## src/rtl/compression_pkg.sv

```systemverilog
// Shared widths, packer state type and the round/saturate helper for the
// compression chain (also used by the standalone requantizer stage).
package compression_pkg;

  localparam int DATA_WIDTH       = 26;
  localparam int REQUANTIZED_BITS = 8;
  localparam int WORD_BITS        = 32;

  typedef enum logic {
    EMPTY   = 1'b0,
    FILLING = 1'b1
  } pack_state_e;

  // Round-half-up then saturate to a signed rb-bit range. The 64-bit working
  // width covers the data_width+1 headroom needed so that adding the rounding
  // constant at positive full scale cannot wrap.
  function automatic logic signed [63:0] requant(
    input  logic signed [63:0] x,
    input  int                 shift,
    input  int                 rb,
    output logic               clip
  );
    logic signed [63:0] r;
    logic signed [63:0] max_v;
    logic signed [63:0] min_v;
    r     = (x + (64'sd1 <<< (shift - 1))) >>> shift;
    max_v = (64'sd1 <<< (rb - 1)) - 64'sd1;
    min_v = -(64'sd1 <<< (rb - 1));
    clip  = 1'b0;
    if (r > max_v) begin
      r    = max_v;
      clip = 1'b1;
    end else if (r < min_v) begin
      r    = min_v;
      clip = 1'b1;
    end
    return r;
  endfunction

endpackage

```

## src/rtl/sync_fifo.sv

```systemverilog
// First-word-fall-through synchronous FIFO with push/pop/full/empty.
// A push while full is only taken when a pop happens in the same cycle.
module sync_fifo #(
  parameter int Depth = 8,
  parameter int Width = 8
) (
  input  logic             clk_i,
  input  logic             rst_ni,
  input  logic             push_i,
  input  logic [Width-1:0] data_i,
  input  logic             pop_i,
  output logic [Width-1:0] data_o,
  output logic             full_o,
  output logic             empty_o
);

  localparam int AW = $clog2(Depth);

  logic [Width-1:0] mem [Depth];
  logic [AW-1:0]    wr_ptr;
  logic [AW-1:0]    rd_ptr;
  logic [AW:0]      count;
  logic             do_push;
  logic             do_pop;

  always_comb begin
    empty_o = (count == '0);
    full_o  = (count == (AW+1)'(Depth));
    do_pop  = pop_i && !empty_o;
    do_push = push_i && (!full_o || do_pop);
    // Gate the read port so the output shows zero whenever nothing is buffered.
    data_o  = empty_o ? '0 : mem[rd_ptr];
  end

  always_ff @(posedge clk_i) begin
    if (do_push) begin
      mem[wr_ptr] <= data_i;
    end
  end

  always_ff @(posedge clk_i) begin
    if (!rst_ni) begin
      wr_ptr <= '0;
      rd_ptr <= '0;
      count  <= '0;
    end else begin
      if (do_push) wr_ptr <= wr_ptr + AW'(1);
      if (do_pop)  rd_ptr <= rd_ptr + AW'(1);
      count <= count + (AW+1)'(do_push) - (AW+1)'(do_pop);
    end
  end

endmodule

```

## src/rtl/iq_requant_packer.sv

```systemverilog
// Requantizes decimated I/Q pairs, packs them little-endian into words and
// buffers the words in a FWFT FIFO behind a valid/ready output.
module iq_requant_packer
  import compression_pkg::*;
#(
  parameter int Data_width       = DATA_WIDTH,
  parameter int Requantized_bits = REQUANTIZED_BITS,
  parameter int Shift            = 12,
  parameter int Word_bits        = WORD_BITS,
  parameter int Fifo_depth       = 8
) (
  input  logic                  clk_i,
  input  logic                  rst_ni,
  input  logic [Data_width-1:0] I_data_i,
  input  logic [Data_width-1:0] Q_data_i,
  input  logic                  data_valid_i,
  input  logic                  last_i,
  output logic [Word_bits-1:0]  word_o,
  output logic                  word_last_o,
  output logic                  word_valid_o,
  input  logic                  word_ready_i,
  output logic                  clip_o,
  output logic                  overflow_o
);

  // Output handshake: a word transfers on a rising clk_i edge where
  // word_valid_o && word_ready_i; word_o/word_last_o hold while valid and not ready.

  localparam int Rb = Requantized_bits;
  localparam int P  = Word_bits / (2 * Rb);
  localparam int KW = (P > 1) ? $clog2(P) : 1;

  logic [Rb-1:0]        i_rq, q_rq;
  logic                 i_clip, q_clip;
  logic                 s1_valid, s1_last;
  logic [Rb-1:0]        s1_i, s1_q;
  pack_state_e          state_q, state_d;
  logic [KW-1:0]        k_q;
  logic [Word_bits-1:0] asm_q, word_next;
  logic                 completing;
  logic                 cmp_valid, cmp_last;
  logic [Word_bits-1:0] cmp_word;
  logic [Word_bits:0]   fifo_dout;
  logic                 fifo_full, fifo_empty;

  always_comb begin
    i_rq = Rb'(requant(64'($signed(I_data_i)), Shift, Rb, i_clip));
    q_rq = Rb'(requant(64'($signed(Q_data_i)), Shift, Rb, q_clip));
  end

  always_ff @(posedge clk_i) begin
    if (!rst_ni) begin
      s1_valid <= 1'b0;
      s1_last  <= 1'b0;
      s1_i     <= '0;
      s1_q     <= '0;
      clip_o   <= 1'b0;
    end else begin
      s1_valid <= data_valid_i;
      s1_last  <= data_valid_i & last_i;
      s1_i     <= i_rq;
      s1_q     <= q_rq;
      clip_o   <= data_valid_i & (i_clip | q_clip);
    end
  end

  // In EMPTY the assembly register is known clear, so start from zero.
  always_comb begin
    word_next = (state_q == EMPTY) ? '0 : asm_q;
    for (int s = 0; s < P; s++) begin
      if (k_q == KW'(s)) begin
        word_next[2*s*Rb +: Rb]     = s1_i;
        word_next[(2*s+1)*Rb +: Rb] = s1_q;
      end
    end
    completing = s1_valid && (s1_last || (k_q == KW'(P - 1)));
    state_d    = state_q;
    if (s1_valid) begin
      state_d = completing ? EMPTY : FILLING;
    end
  end

  always_ff @(posedge clk_i) begin
    if (!rst_ni) begin
      state_q   <= EMPTY;
      k_q       <= '0;
      asm_q     <= '0;
      cmp_valid <= 1'b0;
      cmp_last  <= 1'b0;
      cmp_word  <= '0;
    end else begin
      state_q   <= state_d;
      cmp_valid <= completing;
      if (s1_valid) begin
        if (completing) begin
          asm_q    <= '0;
          k_q      <= '0;
          cmp_word <= word_next;
          cmp_last <= s1_last;
        end else begin
          asm_q <= word_next;
          k_q   <= k_q + KW'(1);
        end
      end
    end
  end

  sync_fifo #(
    .Depth (Fifo_depth),
    .Width (Word_bits + 1)
  ) u_fifo (
    .clk_i   (clk_i),
    .rst_ni  (rst_ni),
    .push_i  (cmp_valid),
    .data_i  ({cmp_last, cmp_word}),
    .pop_i   (word_ready_i),
    .data_o  (fifo_dout),
    .full_o  (fifo_full),
    .empty_o (fifo_empty)
  );

  always_comb begin
    word_o       = fifo_dout[Word_bits-1:0];
    word_last_o  = fifo_dout[Word_bits];
    word_valid_o = !fifo_empty;
  end

  // A full FIFO is never empty, so a pop that cycle is just word_ready_i.
  always_ff @(posedge clk_i) begin
    if (!rst_ni) begin
      overflow_o <= 1'b0;
    end else if (cmp_valid && fifo_full && !word_ready_i) begin
      overflow_o <= 1'b1;
    end
  end

endmodule

```

## config.mk

```make
export PLATFORM = sky130hd
export DESIGN_NAME = iq_requant_packer
export DESIGN_NICKNAME = d
export VERILOG_FILES = /design/src/rtl/compression_pkg.sv /design/src/rtl/sync_fifo.sv /design/src/rtl/iq_requant_packer.sv
export SDC_FILE = /design/constraint.sdc
export NUM_CORES = 1
export LEC_CHECK = 0
export CORE_ASPECT_RATIO = 1.75
export CORE_UTILIZATION = 55
export DETAILED_ROUTE_END_ITERATION = 6
export DONT_BUFFER_PORTS = 1
export PLACE_DENSITY = 0.75
export SYNTH_ARGS = -nofsm -noshare
export SYNTH_HDL_FRONTEND = slang
export SYNTH_SLANG_ARGS = --single-unit
```

## constraint.sdc

```tcl
create_clock -name clk_i -period 3.95 [get_ports clk_i]
set_input_delay 0.79 -clock clk_i [delete_from_list [all_inputs] [get_ports clk_i]]
set_output_delay 0.79 -clock clk_i [all_outputs]
set_load 0.01 [all_outputs]
```

==> key figures, run 1 <==
Routing
  – Antenna violation net count after detailed routing: 0
  – DRC violation count after routing: 0
  – Routed WL per cell: approximately 21 µm
  – Vias: between 7000 and 8000
  – Via density: 5.958
  – Detailed Routing Iterations Pass 1: 5
  – Drt total wl: 26280 µm
  – DRT iter0 DRCs: 568

STA
  – Slew Limit Fails: 0
  – Max-slew headroom: 0.2793
  – Min Hold Slack: 0.3750 ns
  – Final setup viols: 0
  – Setup TNS: 0 ns
  – Worst Skew: 0.006297 ns
  – Measured slew at the worst slew-check pin: approximately 1.1 ns
  – Fmax: 0.3121 GHz
  – Fin. Hold Viols: 0
  – Crit path setup slack, layout: 0.7460 ns
  – Final worst-path cycle share: 0.8111
  – Final min period: 3.204 ns
  – Unrepaired setup endpoints after global routing: no

Cells and area
  – Layout cells sized above 1: 0.1560
  – Final Non-Filler Cells: roughly 1300
  – Antenna cells: 0
  – Layout Area Growth over Synthesis: 10.48%
  – Layout net count: 1001
  – Post-route cell area: 15940 µm²
  – Commonest non-fill, non-tap cells in the layout: edfxtp_1 (264), dfxtp_1 (98), mux4_2 (66)
  – Finished Core Util: 0.6163
  – Commonest non-fill, non-tap cell in the layout: edfxtp_1
  – Fillers: about 1800

Worst setup path
  – WP data required: about 3.2 ns
  – Crit path largest cell delay: 0.93 ns
  – Crit Path Category: flop to output pin
  – Worst setup EP type: output pin
  – Worst EP arrival: 2.41 ns
  – Slowest-stage cell, CP: dfxtp_2
  – Crit-path cells: buf_4, mux4_2, mux2i_1, nor2_1
  – Critical Path Start Type: flop
  – Critical path peak fanout: 31

Status
  – Status: complete, no violations

Power
  – Leakage: 5.160 nW
  – Part of the power in registers: 0.489
  – Comb power frac: 0.160
  – Cell Pwr Density: 545.5 nW/µm²
  – Power share of the clock group: 0.351
  – Psw: 2.103 mW
  – Peak VDD IR: roughly 0.38 mV
  – Final Total Pwr: 8.694 mW
  – Internal power: 6.591 mW
  – Switching part of the total power: 0.2419

Job
  – Max Cap Viol: 0

Clocking
  – Clock-pin slew on the worst setup and hold paths: about 0.070 ns
  – # hold bufs at CTS: 0
  – Clk_lat worst skew: 0.55 ns
  – H-tree depth: 1
  – Post-CTS Setup Inserts: 0
  – Clock Root Buffer: clkbuf_16
  – Clock Sinks: ~370
  – Max clock buf depth: 3
  – Total CTS buffers: 28
  – Clock tree from TritonCTS: built
  – CTS resizes: 0

Die
  – CORE AREA: 25860 µm²
  – Die width: 124.4 µm
  – # rows: 78
  – Io pins: 93
  – Total die area: 26910 µm²
  – Chip height: 216.3 µm
  – Initial Util: 0.5579

Synth
  – Mux contribution to synthesized area: 0.1287
  – Yosys warns: 0
  – Adder-cell share of the synthesized area: 0.01006
  – Async SR Flop Fraction: 0
  – Compound-Gate Fraction of Synth Area: 0.05464
  – Post-synth cell types: 49
  – Post-synthesis sequential area ratio: 0.6896
  – Synthesized flop and latch total: 365
  – Top FF cell, synth: edfxtp_1
  – Ranking of synthesized cells by area: edfxtp_1 (55%), dfxtp_1 (14%), mux4_2 (10%)
  – Main combinational cell family by area after synthesis: multiplexers
  – Top cell type's share of synthesized area: 0.5495
  – Syn avg cell area: 15.50 µm²
  – Post-synth EDFFs: 264
  – Synth Area in XOR/XNOR: 0.01275
  – Synth Area in Simple Gates: 0.08768
  – Syn Nets: 999
  – Synthesized area: between 10000 and 15000 µm²
  – Syn Inst Count: slightly above 900
  – Post-synth top area cell: edfxtp_1

Placed design
  – DP HPWL: between 15000 and 20000 µm
  – Dpl ws: 1.131 ns
  – I/O Buffers: 0
  – Gpl congestion: 0.7828
  – Post-DP Area: 14910 µm²
  – Inst Count DP: 1223

Global route
  – First-pass GRT wire length: between 40000 and 50000 µm
  – Vias in the first global route: ~7600
  – Overflow after GRT: 0
  – Initial antenna violation count: 0
  – Gr usage total: 0.1997
  – Largest net degree at the start of global routing: 50

Worst hold path
  – Hold Crit Class: input pin to flop
==> worst paths after layout <==
| kind | start | cells past startpoint | to | slack [ns] |
|---|---|---|---|---|
| worst min register to register | asm_q[31] | 1 | asm_q[31] | 0.46 |
| worst min-delay path | rst_ni | 1 | overflow_o | 0.38 |
| worst max register to register | u_fifo.count[2] | 8 | u_fifo.mem[1][30] | 1.25 |
| worst max-delay path | flop | 4 | word_o[23] | 0.75 |
==> cell type report <==
type                            instances  area [µm²]  share of cell area
Sequential cell                       365        9956              0.6246
Inverter                               14       52.55            0.003297
Clock inverter                         14       176.4             0.01107
Multi-Input combinational cell        504        4313              0.2706
Clock buffer                           38       853.3             0.05354
Tap cell                              320       400.4             0.02512
Timing Repair Buffer                   20       187.7             0.01177
==> Yosys cell counts, drive strengths merged, types with 12 or more instances <==
master and count:
nand2 51, buf 12, mux2i 37, nand3 12
nor2 49, mux4 66, inv 14, a22oi 15
o21ai 49, dfxtp 101, edfxtp 264, clkbuf 36
a21oi 38, and2 27, nor2b 56, xor2 12
==> worst max-delay path, delay by kind of cell, from the launching register on <==
kind	cells	cell delay, ns
flip-flops	1	0.93
AND/OR/NAND/NOR	1	0.11
multiplexers	2	0.47
buffers and inverters	1	0.31
==> layer usage <==
| metal | vias to the layer above | GRT usage | share of wire |
|---|---|---|---|
| met5 | - | 0 | 0 |
| met4 | 0 | 0.07149 | 0.025 |
| met2 | 199 | 0.3564 | 0.53 |
| met3 | 42 | 0.02320 | 0.045 |
| li1 | 3530 | - | - |
| met1 | 3825 | 0.2507 | 0.40 |
==> kinds of logic after synthesis <==
family / count (synthesis)
DFF: 365
adders and majority gates: 11
buffers and inverters: 62
and+or+nand+nor: 238
muxes: 103
AOI/OAI and AO/OA: 131
xor gates and xnor gates: 21
==> state kept, by name (all words and copies together), names as in the netlist, 3 cells and up, named ones only <==
register       count
asm_q             32
cmp_word          32
s1_i               8
s1_q               8
u_fifo.count       4
u_fifo.mem       264
u_fifo.rd_ptr      3
u_fifo.wr_ptr      3
==> power by group through the flow <==
stage	clock [mW]	combinational (mW)	sequential, mW
3_5_place_dp	0	1.43	4.34
4_1_cts	3.11	1.44	4.26
2_1_floorplan	0	1.21	4.25
3_3_place_gp	0	1.41	4.34
6_report	3.05	1.39	4.25
5_1_grt	3.24	1.54	4.27
No activity file was read; power rests on OpenSTA's default activity.
==> run 2, diff against run 1 <==
Clock period 3.95 ns to 2.9 ns, I/O delays scaled along.
==> key figures, run 2 (synthesized netlist as in run 1, its figures left out) <==
Status
  – Status: complete, no violations

Placed design
  – I/O Buffers: 0 (unchanged)
  – Post-DP Area: 15050 µm² (+0.97%)
  – Gpl congestion: 0.7731 (-1.2%)
  – DP HPWL: 15890 µm (-0.95%)
  – Dpl ws: 0.3682 ns (-0.7627 ns)

Cells and area
  – Largest Register: u_fifo.mem
  – Top flop regs: u_fifo.mem (264), asm_q (32), cmp_word (32)
  – Post-route cell area: 16030 µm² (+0.60%)
  – Layout Area Growth over Synthesis: 11.14%
  – Layout cells sized above 1: 0.1631 (+0.007034)
  – Antenna cells: 0 (unchanged)
  – Largest register FFs: 264 (unchanged)
  – Layout net count: 1015 (+1.4%)
  – Commonest non-fill, non-tap cells in the layout: edfxtp_1 (264), dfxtp_1 (98), mux4_2 (66)
  – Finished Core Util: 0.6200 (+0.003677)
  – Commonest non-fill, non-tap cell in the layout: edfxtp_1

Routing
  – Routed WL per cell: 20.67 µm (+0.32%)
  – Via density: 5.906 (-0.86%)
  – Vias: 7613 (+0.22%)
  – Detailed Routing Iterations Pass 1: 4 (-1)
  – Antenna violation net count after detailed routing: 0 (unchanged)
  – DRC violation count after routing: 0 (unchanged)
  – Drt total wl: 26650 µm (+1.4%)
  – DRT iter0 DRCs: 407 (-28%)

Worst setup path
  – Critical Path Start Type: flop
  – R2r worst-path depth: 8 (unchanged)
  – Crit Path Category: flop to output pin
  – Worst setup EP type: output pin
  – WP data required: 2.32 ns (-0.84 ns)
  – Worst EP arrival: 2.20 ns (-0.21 ns)
  – Critical path peak fanout: 16 (-48%)

Global route
  – Largest net degree at the start of global routing: 46 (-8.0%)
  – Vias in the first global route: 7901 (+4.1%)
  – First-pass GRT wire length: 42320 µm (+1.9%)
  – Initial antenna violation count: 0 (unchanged)
  – Overflow after GRT: 0 (unchanged)
  – Gr usage total: 0.2035 (+0.003811)

Die
  – Chip height: 216.3 µm (unchanged)
  – # rows: 78 (unchanged)
  – Die width: 124.4 µm (unchanged)
  – Initial Util: 0.5579 (unchanged)
  – CORE AREA: 25860 µm² (unchanged)
  – Total die area: 26910 µm² (unchanged)
  – Io pins: 93 (unchanged)

Power
  – Peak VDD IR: 0.4697 mV (+24%)
  – Leakage: 5.200 nW (+0.78%)
  – Cell Pwr Density: 720.5 nW/µm² (+32%)

Clocking
  – # hold bufs at CTS: 0 (unchanged)
  – Clock-pin slew on the worst setup and hold paths: 0.07 ns (about the same)
  – Clock Root Buffer: clkbuf_16
  – Clock Sinks: 365 (unchanged)
  – Clk_lat worst skew: 0.55 ns (about the same)
  – Clock tree from TritonCTS: built
  – Max clock buf depth: 3 (unchanged)
  – H-tree depth: 1 (unchanged)
  – Total CTS buffers: 29 (+3.6%)

STA
  – Fin. Hold Viols: 0 (unchanged)
  – Max-slew headroom: 0.5744 (+0.2951)
  – Final setup viols: 0 (unchanged)
  – Setup TNS: 0 ns (unchanged)
  – Worst Skew: 0.01044 ns (+0.004140 ns)
  – Measured slew at the worst slew-check pin: 0.6384 ns (-0.4404 ns)
  – Crit path setup slack, layout: 0.1239 ns (-0.6221 ns)
  – Fmax: 0.3602 GHz
  – Final worst-path cycle share: 0.9573
  – Final min period: about 2.8 ns
  – Min Hold Slack: 0.1637 ns (-0.2114 ns)
  – Unrepaired setup endpoints after global routing: no
  – Slew Limit Fails: 0 (unchanged)

Worst hold path
  – Hold Crit Class: input pin to flop
  – Worst hold path depth: 1 (unchanged)

Job
  – Max Cap Viol: 0 (unchanged)
run 2: through the flow:
step                      power, mW  instances
final                         11.55       1289
after global routing          12.03       1289
after CTS                     11.63       1283
after detailed placement      7.886       1229
after floorplan               7.430        931
after global placement        7.863       1229
run 2: power breakdown:
part	total, mW	switching [mW]	internal (mW)
sequential	5.75	0.125	5.63
combinational	2.11	1.06	1.05
clock	3.69	1.70	1.99
run 2: final timing paths:
kind / from / end / slack [ns]
worst min-delay path: rst_ni / u_fifo.count[0] / 0.16
worst min register to register: asm_q[27] / asm_q[27] / 0.46
worst max-delay path: flop / word_o[27] / 0.12
worst max register to register: u_fifo.count[2] / u_fifo.mem[0][15] / 0.38
run 2: timing repair:
item	CTS	global route
setup endpoints to repair	6	9
gates resized for setup	2	0
setup buffers	0	6
gates cloned	1	0
run 2: per-layer routing:
metal	routed length [µm]	vias to the layer above	global-route usage	share of wire
li1	-	3558	-	-
met1	10380	3804	0.2449	0.39
met2	14450	205	0.3724	0.54
met3	1064	46	0.02123	0.040
met4	754	0	0.08072	0.028
met5	0	-	0	0
run 2: worst max-delay path, cell delays in order, from the launching register on:
cell and delay [ns]:
dfxtp_4 0.46, bufbuf_16 0.36, mux4_2 0.52, mux2i_1 0.18, nor2_1 0.11
run 2: cell type report:
| class | count | area, µm² |
|---|---|---|
| Sequential cell | 365 | 9956 |
| Timing Repair Buffer | 33 | 421.7 |
| Clock buffer | 38 | 779.5 |
| Multi-Input combinational cell | 504 | 4313 |
| Fill cell | 1811 | 9828 |
| Tap cell | 320 | 400.4 |
| Inverter | 14 | 52.55 |
| Clock inverter | 15 | 111.4 |
